--- config.mk ---
export PLATFORM = sky130hd
export DESIGN_NAME = pc_unit
export DESIGN_NICKNAME = d
export VERILOG_FILES = /design/src/rtl/pc_unit.sv
export SDC_FILE = /design/constraint.sdc
export NUM_CORES = 1
export LEC_CHECK = 0
export CAP_MARGIN = 40
export CORE_MARGIN = 4
export CORE_UTILIZATION = 52
export DETAILED_ROUTE_END_ITERATION = 12
export PLACE_DENSITY = 0.91
export SETUP_SLACK_MARGIN = 0.2
export SLEW_MARGIN = 20
export SYNTH_ARGS = -nofsm -noshare
export SYNTH_HDL_FRONTEND = slang
export SYNTH_SLANG_ARGS = --single-unit
--- constraint.sdc ---
create_clock -name Clock -period 3.7 [get_ports Clock]
set_input_delay 0.74 -clock Clock [delete_from_list [all_inputs] [get_ports Clock]]
set_output_delay 0.74 -clock Clock [all_outputs]
set_load 0.03 [all_outputs]
--- src/rtl/pc_unit.sv ---
// Program-counter unit: fetch address register, next-PC selection with trap,
// return, jump/call and branch requests, and a circular return-address stack.
module pc_unit #(
  parameter int                 WIDTH        = 32,
  parameter int                 INC          = 4,
  parameter logic [WIDTH-1:0]   RESET_VECTOR = '0,
  parameter logic [WIDTH-1:0]   TRAP_VECTOR  = 'h80,
  parameter int                 RAS_DEPTH    = 4
) (
  input  logic                        Clock,
  input  logic                        Reset,
  input  logic                        Stall,
  input  logic                        Branch,
  input  logic [WIDTH-1:0]            Branch_target,
  input  logic                        Jump,
  input  logic                        Call,
  input  logic [WIDTH-1:0]            Jump_target,
  input  logic                        Ret,
  input  logic [WIDTH-1:0]            Ret_target,
  input  logic                        Trap,
  output logic [WIDTH-1:0]            addr,
  output logic [WIDTH-1:0]            Pc_plus,
  output logic [$clog2(RAS_DEPTH):0]  Ras_count,
  output logic                        Ras_miss,
  output logic                        Misalign
);

  localparam int               PTR_W      = $clog2(RAS_DEPTH);
  localparam int               CNT_W      = PTR_W + 1;
  localparam logic [WIDTH-1:0] ALIGN_MASK = WIDTH'(INC - 1);
  localparam logic [CNT_W-1:0] CNT_FULL   = CNT_W'(RAS_DEPTH);

  logic [WIDTH-1:0] ras_mem [RAS_DEPTH];
  logic [PTR_W-1:0] wr_ptr;
  logic [WIDTH-1:0] ras_top;
  logic             ras_empty;

  logic [WIDTH-1:0] next_pc;
  logic [WIDTH-1:0] ret_tgt;
  logic             push;
  logic             pop;
  logic             miss_nxt;
  logic             misal_nxt;

  function automatic logic is_misaligned(input logic [WIDTH-1:0] t);
    return |(t & ALIGN_MASK);
  endfunction

  assign Pc_plus   = addr + WIDTH'(INC);
  assign ras_top   = ras_mem[wr_ptr - PTR_W'(1)];
  assign ras_empty = (Ras_count == '0);
  assign ret_tgt   = ras_empty ? Ret_target : ras_top;

  // A misaligned target overrides the request, so it neither pushes nor pops.
  always_comb begin
    next_pc   = addr;
    push      = 1'b0;
    pop       = 1'b0;
    miss_nxt  = 1'b0;
    misal_nxt = 1'b0;
    if (Trap) begin
      next_pc = TRAP_VECTOR;
    end else if (Stall) begin
      next_pc = addr;
    end else if (Ret) begin
      if (is_misaligned(ret_tgt)) begin
        next_pc   = TRAP_VECTOR;
        misal_nxt = 1'b1;
      end else begin
        next_pc  = ret_tgt;
        pop      = !ras_empty;
        miss_nxt = ras_empty;
      end
    end else if (Call || Jump) begin
      if (is_misaligned(Jump_target)) begin
        next_pc   = TRAP_VECTOR;
        misal_nxt = 1'b1;
      end else begin
        next_pc = Jump_target;
        push    = Call;
      end
    end else if (Branch) begin
      if (is_misaligned(Branch_target)) begin
        next_pc   = TRAP_VECTOR;
        misal_nxt = 1'b1;
      end else begin
        next_pc = Branch_target;
      end
    end else begin
      next_pc = Pc_plus;
    end
  end

  always_ff @(posedge Clock or negedge Reset) begin
    if (!Reset) begin
      addr      <= RESET_VECTOR;
      wr_ptr    <= '0;
      Ras_count <= '0;
      Ras_miss  <= 1'b0;
      Misalign  <= 1'b0;
    end else begin
      addr     <= next_pc;
      Ras_miss <= miss_nxt;
      Misalign <= misal_nxt;
      if (push) begin
        wr_ptr <= wr_ptr + PTR_W'(1);
        if (Ras_count != CNT_FULL) Ras_count <= Ras_count + CNT_W'(1);
      end else if (pop) begin
        wr_ptr    <= wr_ptr - PTR_W'(1);
        Ras_count <= Ras_count - CNT_W'(1);
      end
    end
  end

  // Stack contents carry no reset; the count alone defines which entries are valid.
  always_ff @(posedge Clock) begin
    if (push) ras_mem[wr_ptr] <= Pc_plus;
  end

endmodule

==> impl_results.md <==
* Status: completed
* M2 GR Usage at 0.491
* Crit. End Element: output port
* Critical Path RT at 2.96 ns
* RSZ-0062 raised after global routing: yes
* Worst hold path type: in2async
* Yosys top cell area share at 0.456
* Routing usage on met1 at 0.398
* Post-Syn Instances at 627
* Ys async rst share at 0.234
* Syn avg cell area at ~13 sq um
* Top post-synthesis cells by area: edfxtp_1 (46%), dfrtp_1 (12%), mux4_2 (6.9%), a221oi_1 (2.7%), xnor2_1 (2.4%)
* Clock-pin slew on the worst setup and hold paths at 0.06 ns
* Number of I/O pins at 173
* Clk Latency, worst-skew pair at 0.43 ns
* GRT overflow at 0
* Hold_ws at 0.249 ns
* Tightest Pin Transition at ~0.8 ns
* First-pass GRT wire length at 41,800 um
* TritonCTS Buffers at 17
* Share of post-route cells with drive strength above 1 at 0.180
* DRT antenna net count at 0
* Sink Count at 167
* Hold Buf Count CTS at 0
* Gr busiest metal: met2
* CORE AREA at 15,900 sq um
* Seq pwr share at 0.356
* Routed vias/inst at 6.80
* Most frequent cells in the layout: clkdlybuf4s50_1 (150), edfxtp_1 (128), buf_4 (40), dfrtp_1 (38), nand2_1 (32)
* YS warnings at 0
* Share of power burned in the clock network at 0.303
* Sw power at around 2000 uW
* Final nets at 925
* CTS H-tree depth at 4
* DR DRC count at 0
* Tcrit/Tclk final at 0.930
* Sum Neg Setup Slack at 0 ns
* Gate power share at 0.341
* Wire per inst at 27.3 um
* Pwr dens at 555 nW/um^2
* Die span in x at 135 um
* Largest net degree at the start of global routing at 35
* Slew margin rel. at 0.466
* Vias in the first global route at around 7,000
* Post-DP HPWL at 19,500 um
* Post-synth top area cell: edfxtp_1
* Placed cell areas at between 10,000 and 15,000 sq um
* Maxcap violations at 0
* Register area share after synthesis at 0.571
* FP Rows at 46
* Final antenna diode count at 0
* Post-route minimum period at 3.44 ns
* Via count at roughly 7,100
* Die area at between 15,000 and 20,000 sq um
* Die Height at 135 um
* Commonest non-fill, non-tap cell in the layout: clkdlybuf4s50_1
* Final Util at 0.708
* Post-synth EDFFs at between 100 and 150
* Placer Congestion at approximately 0.95
* Leakage power at 0.00422 uW
* 1st-iter DRT viols at between 1,000 and 1,500
* Root Driver: clkbuf_16
* Sw frac at 0.321
* Flop2flop setup slack at 0.84 ns
* Worst Path Arrival at 2.70 ns
* Final Instance Area at 11,200 sq um
* Worst vdd ir at 351 uV
* Initial Util at 0.531
* Top_reg_cell synth: edfxtp_1
* Synthesized flop and latch total at about 170
* Setup crit start kind: register
* Drt pass-1 iters at 6
* Critical path class: reg2out
* CTS tree: built
* Max frequency at a little under 300 MHz
* Final WL at 28,500 um
* Pint at roughly 4200 uW
* GRT Total Usage at 0.309
* Fin. Hold Viols at 0
* Final setup violating endpoints at 0
* Netlist cell types at 72
* Port Buffer Count at 172
* Setup Skew at 0.0106 ns
* Netlist Area Pre-Place at about 8400 sq um
* Synthesized net count at around 740
* Met3 Usage GRT at 0.0862
* CTS max path bufs at 2
* Fin. max-slew vios at 0
* Synth-to-Final Area Change at 33.3%
* Initial antenna violation count at 0
* CP max FO at 7
-- power groups by stage --
stage | Clock, uW | Combinational [uW] | Sequential (uW)
6_report | 1890 | 2130 | 2230
5_1_grt | 1980 | 2240 | 2240
4_1_cts | 1900 | 2100 | 2220
3_5_place_dp | 0 | 2080 | 2250
3_3_place_gp | 0 | 2020 | 2240
2_1_floorplan | 0 | 1350 | 2330
-- cells in the mapped netlist (3+ instances only) --
cell type,n
xor2_1,4
a211oi_1,3
a311o_1,10
a22o_1,4
o211ai_1,3
a21o_1,3
o22ai_1,4
mux4_2,26
dfrtp_1,39
and3_1,20
a31o_2,3
edfxtp_1,128
a221o_1,13
buf_2,10
nor3_1,13
buf_6,3
clkbuf_1,22
a221oi_1,26
a31o_1,3
ha_1,5
and4_1,7
or2_2,9
nor2_1,24
nor3b_1,3
a21oi_1,20
nand3_1,22
o31ai_1,5
buf_4,6
and2_1,11
inv_1,19
nand4_1,14
nand2_1,32
nor2b_1,6
a2111oi_2,6
a32o_1,6
nand2b_1,3
o21ai_0,10
a31oi_1,11
xnor2_1,23
o31a_1,4
mux4_1,6
-- registers in the layout, summed over array words and instances, names as in the netlist --
signal	count
wr_ptr	2
Misalign	1
ras_mem	128
Ras_miss	1
Ras_count	3
addr	32
-- routing by layer --
metal | part of all wire | vias up | wire length, um
li1 | - | 2908 | -
met1 | 0.35 | 3454 | 10000
met2 | 0.47 | 598 | 13400
met3 | 0.12 | 142 | 3550
met4 | 0.053 | 0 | 1500
met5 | 0 | - | 0
-- what timing repair did --
item                                    in CTS  in global routing
endpoints found under the setup margin      19                 16
resized for setup                           29                 26
buffers inserted                             0                  2
pin swaps                                    0                  1
hold endpoints to repair                     0                  0
-- stage by stage --
step                cells  setup slack, ns  total power (uW)
finish               1044            0.258              6250
global route         1044            0.171              6450
CTS                  1042            0.101              6220
detailed placement   1010            0.227              4330
global placement     1009            0.354              4260
floorplan             627            0.821              3680
-- worst max-delay path: stages (launching register included) --
cell           delay, ns
dfrtp_1             0.46
ha_1                0.24
nand3_1             0.31
nor2_4              0.31
nand3_1             0.21
xnor2_2             0.30
dlygate4sd2_1       0.44
-- area by class of cell --
| class | instances | area (sq um) |
|---|---|---|
| fillers | 1071 | 4640 |
| multi-input cells | 396 | 3440 |
| well taps | 216 | 270 |
| inverters | 19 | 71.3 |
| clock buffers | 24 | 482 |
| clock inverters | 8 | 145 |
| repair buffers | 214 | 2020 |
| flip-flops and latches | 167 | 4820 |
-- final timing paths --
check	from	to	cells past startpoint
min in group Clock	Ras_count[2]	Ras_count[2]	1
setup reg to reg	wr_ptr[0]	addr[24]	5
hold / removal	Reset	addr[4]	1
hold reg to reg	Ras_count[2]	Ras_count[2]	1
max in group asynchronous	Reset	addr[24]	2
setup / recovery	addr[2]	Pc_plus[28]	6
-- cells by family after synthesis --
kind of cell	count (synthesis)	share of synthesized area
fa+ha+maj	6	0.00979
mux	33	0.0893
compound gates	153	0.148
simple gates	177	0.116
flops	167	0.571
buf+inv	64	0.0374
xor+xnor	27	0.0280
(Power assumes the default switching activity.)
